### config.mk
export PLATFORM = sky130hd
export DESIGN_NAME = data_memory
export DESIGN_NICKNAME = d
export VERILOG_FILES = /design/src/rtl/risc_pkg.sv /design/src/rtl/dm_ram.sv /design/src/rtl/data_memory.sv
export SDC_FILE = /design/constraint.sdc
export NUM_CORES = 2
export LEC_CHECK = 0
export CAP_MARGIN = 20
export CORE_UTILIZATION = 28
export CTS_CLUSTER_DIAMETER = 120
export DETAILED_ROUTE_END_ITERATION = 10
export PLACE_DENSITY = 0.46
export SLEW_MARGIN = 25
export SYNTH_ARGS = -nofsm -noshare
export SYNTH_HDL_FRONTEND = slang
export SYNTH_SLANG_ARGS = --single-unit
### constraint.sdc
create_clock -name clock -period 2.3 [get_ports clock]
set_input_delay 0.46 -clock clock [delete_from_list [all_inputs] [get_ports clock]]
set_output_delay 0.46 -clock clock [all_outputs]
set_load 0.03 [all_outputs]
### src/rtl/risc_pkg.sv
// risc_pkg: shared datapath widths and op-type flag indices for the RISC pipeline.
package risc_pkg;
    localparam int DATA_W  = 16;
    localparam int ADDR_W  = 8;
    localparam int NUM_OPS = 14;
    localparam int ADA = 0;
    localparam int ADZ = 1;
    localparam int ADC = 2;
    localparam int AWC = 3;
    localparam int ACA = 4;
    localparam int ACZ = 5;
    localparam int ACC = 6;
    localparam int ACW = 7;
    localparam int NDU = 8;
    localparam int NDC = 9;
    localparam int NDZ = 10;
    localparam int NCU = 11;
    localparam int NCC = 12;
    localparam int NCZ = 13;
endpackage

### src/rtl/dm_ram.sv
// dm_ram: single-port data RAM, synchronous write, registered read-before-write, no reset.
module dm_ram #(
    parameter int DATA_W = 16,
    parameter int ADDR_W = 8
) (
    input  logic              clk_i,
    input  logic              we_i,
    input  logic [ADDR_W-1:0] addr_i,
    input  logic [DATA_W-1:0] wdata_i,
    output logic [DATA_W-1:0] rdata_o
);
    logic [DATA_W-1:0] mem [2**ADDR_W];
    logic [DATA_W-1:0] rdata_q;

    always_ff @(posedge clk_i) begin
        if (we_i) mem[addr_i] <= wdata_i;
        rdata_q <= mem[addr_i];
    end

    assign rdata_o = rdata_q;
endmodule

### src/rtl/data_memory.sv
// data_memory: MEM stage - data RAM access, write-back mux and flag/op-type pipeline to WB.
module data_memory
    import risc_pkg::*;
#(
    parameter int DATA_W = risc_pkg::DATA_W,
    parameter int ADDR_W = risc_pkg::ADDR_W
) (
    input  logic              clock,
    input  logic              reset_n,
    input  logic [DATA_W-1:0] y,
    input  logic [DATA_W-1:0] registerdata3,
    input  logic              mem_rd,
    input  logic              mem_wr,
    input  logic              adaRF, adzRF, adcRF, awcRF, acaRF, aczRF, accRF,
    input  logic              acwRF, nduRF, ndcRF, ndzRF, ncuRF, nccRF, nczRF,
    output logic              adaWB, adzWB, adcWB, awcWB, acaWB, aczWB, accWB,
    output logic              acwWB, nduWB, ndcWB, ndzWB, ncuWB, nccWB, nczWB,
    input  logic              carryRF,
    input  logic              zeroRF,
    output logic              carryWB,
    output logic              zeroWB,
    output logic              carryWB2,
    output logic              zeroWB2,
    output logic [DATA_W-1:0] DataMemoryout
);
    logic [NUM_OPS-1:0] flags_d, flags_q;
    logic [DATA_W-1:0]  y_q, ram_rdata;
    logic               rd_sel_q;
    logic [1:0]         carry_q, zero_q;

    assign flags_d = {nczRF, nccRF, ncuRF, ndzRF, ndcRF, nduRF, acwRF,
                      accRF, aczRF, acaRF, awcRF, adcRF, adzRF, adaRF};

    // Gating the write with reset_n keeps the RAM untouched while reset is held.
    dm_ram #(.DATA_W(DATA_W), .ADDR_W(ADDR_W)) u_ram (
        .clk_i   (clock),
        .we_i    (mem_wr & reset_n),
        .addr_i  (y[ADDR_W-1:0]),
        .wdata_i (registerdata3),
        .rdata_o (ram_rdata)
    );

    always_ff @(posedge clock or negedge reset_n) begin
        if (!reset_n) begin
            rd_sel_q <= 1'b0;
            y_q      <= '0;
            flags_q  <= '0;
            carry_q  <= '0;
            zero_q   <= '0;
        end else begin
            rd_sel_q <= mem_rd;
            y_q      <= y;
            flags_q  <= flags_d;
            carry_q  <= {carry_q[0], carryRF};
            zero_q   <= {zero_q[0], zeroRF};
        end
    end

    // rd_sel_q resets to 0 and selects y_q (also 0), so the RAM needs no reset.
    assign DataMemoryout = rd_sel_q ? ram_rdata : y_q;
    assign carryWB  = carry_q[0];
    assign carryWB2 = carry_q[1];
    assign zeroWB   = zero_q[0];
    assign zeroWB2  = zero_q[1];

    assign adaWB = flags_q[ADA];
    assign adzWB = flags_q[ADZ];
    assign adcWB = flags_q[ADC];
    assign awcWB = flags_q[AWC];
    assign acaWB = flags_q[ACA];
    assign aczWB = flags_q[ACZ];
    assign accWB = flags_q[ACC];
    assign acwWB = flags_q[ACW];
    assign nduWB = flags_q[NDU];
    assign ndcWB = flags_q[NDC];
    assign ndzWB = flags_q[NDZ];
    assign ncuWB = flags_q[NCU];
    assign nccWB = flags_q[NCC];
    assign nczWB = flags_q[NCZ];
endmodule

* Word level (Yosys, flattened, before mapping)
Memory sizes are Yosys's and may differ from the RTL's. A register that Yosys moved wholly into a read port is not among the register bits.
Cells that the tools add are included.
** Word-level totals
- Word-level logic and storage cells :: 10
- Memory bits (writable) :: 4096
- Register bits :: 35
- Bits in read-only memories :: 0
- Memories :: 1
- Latch bits :: 0
** Operators by class
- $add $sub $neg :: 0
- Divide/modulo/power cells :: 0
- Reductions and logical operators :: 0
- Bitwise gates (word level) :: 1
- Shift operators :: 0
- Equal/unequal tests :: 0
- Multipliers :: 0
- Muxes and demuxes :: 3
- Magnitude comparators :: 0
** Memories
- u_ram.mem :: depth 256, width 16, read ports 1, clocked after memory_dff 1, wr ports 1, RTL line dm_ram.sv:12 : logic [DATA_W-1:0] mem [2**ADDR_W];
** Operator list (count)
- 16-bit 2-to-1 mux :: 1
- 1-bit 2-to-1 mux :: 2
- 1-bit bitwise AND :: 1

* Longest topological paths before layout
- Word-level depth :: 3
- Gate-level depth with buffers :: 9
- Depth with buffers taken out :: 5

* Hierarchy
Synthesis repeated with hierarchy kept, for this count alone.
** Unflattened totals
- Cell total of the unflattened synthesis :: 6781
- Area total of the unflattened synthesis :: 156530.1 um^2
** Modules (own cells, without submodules)
- dm_ram :: area an instance 155399.0 um^2, cells each 6727, sequential area each 123318.3 um^2, instances 1
- data_memory :: area an instance 1131.1 um^2, cells each 54, sequential area each 875.8 um^2, instances 1

* Worst setup path before layout
OpenSTA, ideal clock, no wires.
- Kind :: input to register
- From :: input y[1]
- To :: memory u_ram.mem[182][0], enable pin
- Stages :: 9
- Data required time :: 1.912 ns
- Arrival :: 2.657 ns
- Setup time :: 0.388 ns
- Setup slack :: -0.745 ns
- Cell sequence :: buf_2 > buf_2 > buf_4 > buf_2 > inv_1 > nor3_1 > nand2_1 > buf_2 > nor2_1
** RTL lines
- start, declared :: RTL line data_memory.sv:10 : input logic [DATA_W-1:0] y,
- end, declared :: RTL line dm_ram.sv:12
No word-level cell before the write port.

* Final worst setup path
- From :: register rd_sel_q
- To :: output DataMemoryout[3]
** Between the ends
- Cells in the longest elaborated chain, start to end :: 1
** RTL lines
- start, declared :: RTL line data_memory.sv:28 : logic rd_sel_q;
- start signal, assigned :: RTL line data_memory.sv:51 : rd_sel_q <= mem_rd;
- 16-bit 2-to-1 mux :: RTL line data_memory.sv:60 : assign DataMemoryout = rd_sel_q ? ram_rdata : y_q;
- end, declared :: RTL line data_memory.sv:24 : output logic [DATA_W-1:0] DataMemoryout
No other way between the ends.

==> run metrics <==
GRT overflow 0; I/O Buffers 85; Crit. End Element primary output; PwrDens 823.3 nW/um2; Syn. warnings 0; M1 wire length around 210000 um; CP peak stage delay 0.44 ns; final wirelength 480200 um; Synth area leader edfxtp_1; Cell Area, Synth 156200 um2; area grow syn2layout 27.26%; CTS tree done; Clock Pin Slew Worst Setup and Hold Paths 0.06 ns; final setup vio count 2263; Netlist cell types 23; HP Start y[7]; cell depth of the worst setup path 3; wire per inst 30.11 um; Slew @ Worst Pin 0.9213 ns; die area 561000 um2; Sw Pwr 36110 uW; outcome finished, violations left; Core Box Area 554400 um2; Comb pwr share 6.0%; clock skew 0.1018 ns; top post-synthesis cells by area edfxtp_1 79%, mux4_2 15%, a22oi_1 2.5%, a21oi_1 0.82%, clkbuf_1 0.63%; DR WL met3 24950 um; Nets between 8000 and 9000; Worst Setup SP rd_sel_q; post-layout min period 2.603 ns; failing checks design-rule violations, negative setup slack; min-delay worst type in2reg; area share of the largest cell type after synthesis 78.72%; hold_ws roughly 0.11 ns; internal power 127600 uW; CTS max path bufs 4; largest net degree at the start of global routing ~110; CP max-delay cell dfrtp_2; clock root cell clkbuf_16; HPWL Detailed 306200 um; Hold Path Stages 2; vias per std cell 4.895; RSZ-0062 raised after global routing true; sequential power share 50.9%; final hold violation count 0; RePlAce Congestion 0.8099; initial antenna violation count 40; most frequent cells in the layout 4096 x edfxtp_1, 1024 x mux4_2, 720 x buf_4, 470 x buf_12, 441 x clkbuf_16; Sw Share between 20 and 25%; clock group share of total power 43.1%; Max Cap Viol 0; Critical Path Fanout Max 8; fmax 384.2 MHz; WS Path Type reg2out; cells after synthesis slightly below 7000; gr usage total 16.68%; layout cells sized above 1 41.46%; DR vias 78060; Worst VDD drop 0.0007064 V; DRC 44; Post-DRT Antenna Nets 0; Placement Setup Slack -1.821 ns; post-route setup slack -0.3030 ns; Max transition margin a little under two fifths; CTS buffer count about 440; DRT iter0 DRCs 8101; Sink Count slightly above 4000; reg2reg start u_ram.mem[107][12]; vias in the first global route between 80000 and 90000; Critical Path RT 1.84 ns; fin. max-slew vios 0; Yosys reg bits 4147; initial cell density of the core ~28%; CP Launch Type register; clk_lat worst skew 1.03 ns; global-route wire length before repair around 660000 um; Final period util 113.2%; Cell Rows 273; Mapped Avg Cell Area 23.12 um2; Top Metal Used met5; H-tree lvl count 5; Final Power 163700 uW; cells along the critical path buf_12 > mux2_4 > buf_6; critical path arrival 2.14 ns; Leak 0.06185 uW; met2 WL post-DR approximately 230000 um; IO Count 86; First-pass DRT Iterations 9; die height 749.0 um; most common cell after layout, fill and taps aside edfxtp_1; crit path buf inv count 2; Register-to-Register Path Depth 5; syn nets 6811; post-synthesis sequential area ratio roughly 79%; Die W 749.0 um; delay-heaviest family, CP flip-flops
==> final cells by class <==
type	instances	area [um2]
timing repair buffer	1378	17110
tap	7425	9290
clock buffer	525	11380
clock inverter	260	2775
fill	50560	355500
inverter	1	3.754
multi-input combinational	2197	34050
antenna	13	32.53
sequential	4147	124200
==> metrics by stage <==
stage                     utilization, %  cells  area, um2  setup TNS (ns)
after floorplan                        -   6759     158200         -392.53
after global placement             32.82  15090     181900        -4246.33
after detailed placement           32.84  15090     182000        -4245.34
after CTS                          35.72  15930     198000          -7.817
after global routing               35.86  15940     198800         -170.14
final                              35.87  15950     198800         -103.36
==> kinds of logic after synthesis <==
| logic type | synth area share, % |
|---|---|
| flops | 79.49 |
| mux | 14.88 |
| compound gates | 3.639 |
| buf+inv | 1.165 |
| simple gates | 0.8297 |
==> power by group through the flow <==
stage | clock network [uW] | logic, uW | registers (uW)
final | 70500 | 9860 | 83400
after global routing | 74500 | 10300 | 83300
after CTS | 72100 | 9850 | 83400
after detailed placement | 0 | 9450 | 84900
after global placement | 0 | 9320 | 84900
after floorplan | 0 | 3690 | 84800
==> Yosys cell counts (all sizes together) <==
cell type / count
a21oi: 256
a22oi: 512
and2: 2
buf: 153
clkbuf: 261
dfrtp: 35
dfxtp: 16
edfxtp: 4096
inv: 1
mux2: 16
mux4: 1024
nand2: 30
nand2b: 2
nand3: 5
nand4: 16
nor2: 261
nor2b: 6
nor3: 2
o41ai: 64
or2: 1
==> path summary, 6_finish.rpt <==
check                               endpoint  slack [ns]
min reg2reg                       carry_q[1]        0.39
max in group asynchronous           rd_sel_q        1.20
min in group asynchronous         flags_q[7]        0.50
min                                   y_q[7]        0.11
max                         DataMemoryout[3]       -0.30
max reg2reg                u_ram.rdata_o[12]       -0.24
==> metal layers <==
| metal | up-vias | global-route usage (%) |
|---|---|---|
| li1 | 32100 | - |
| met4 | 14 | 3.755 |
| met2 | 2307 | 27.67 |
| met3 | 562 | 2.368 |
| met1 | 43070 | 23.29 |
| met5 | - | 0 |
==> sequential cells by signal (all words and copies together), names as in the netlist <==
name           count
u_ram.mem       4096
u_ram.rdata_o     16
y_q               16
flags_q           14
carry_q            2
zero_q             2
rd_sel_q           1
==> timing repair <==
action                                  4_1_cts  5_1_grt
buffers inserted                             10       14
hold endpoints to repair                    585       18
endpoints found under the setup margin     1151     2738
resized for setup                           293      129
cloned                                        2        3
pin swaps                                    76       72
hold buffers                                 46        1
Note: power is estimated with default switching activity, not from simulation.
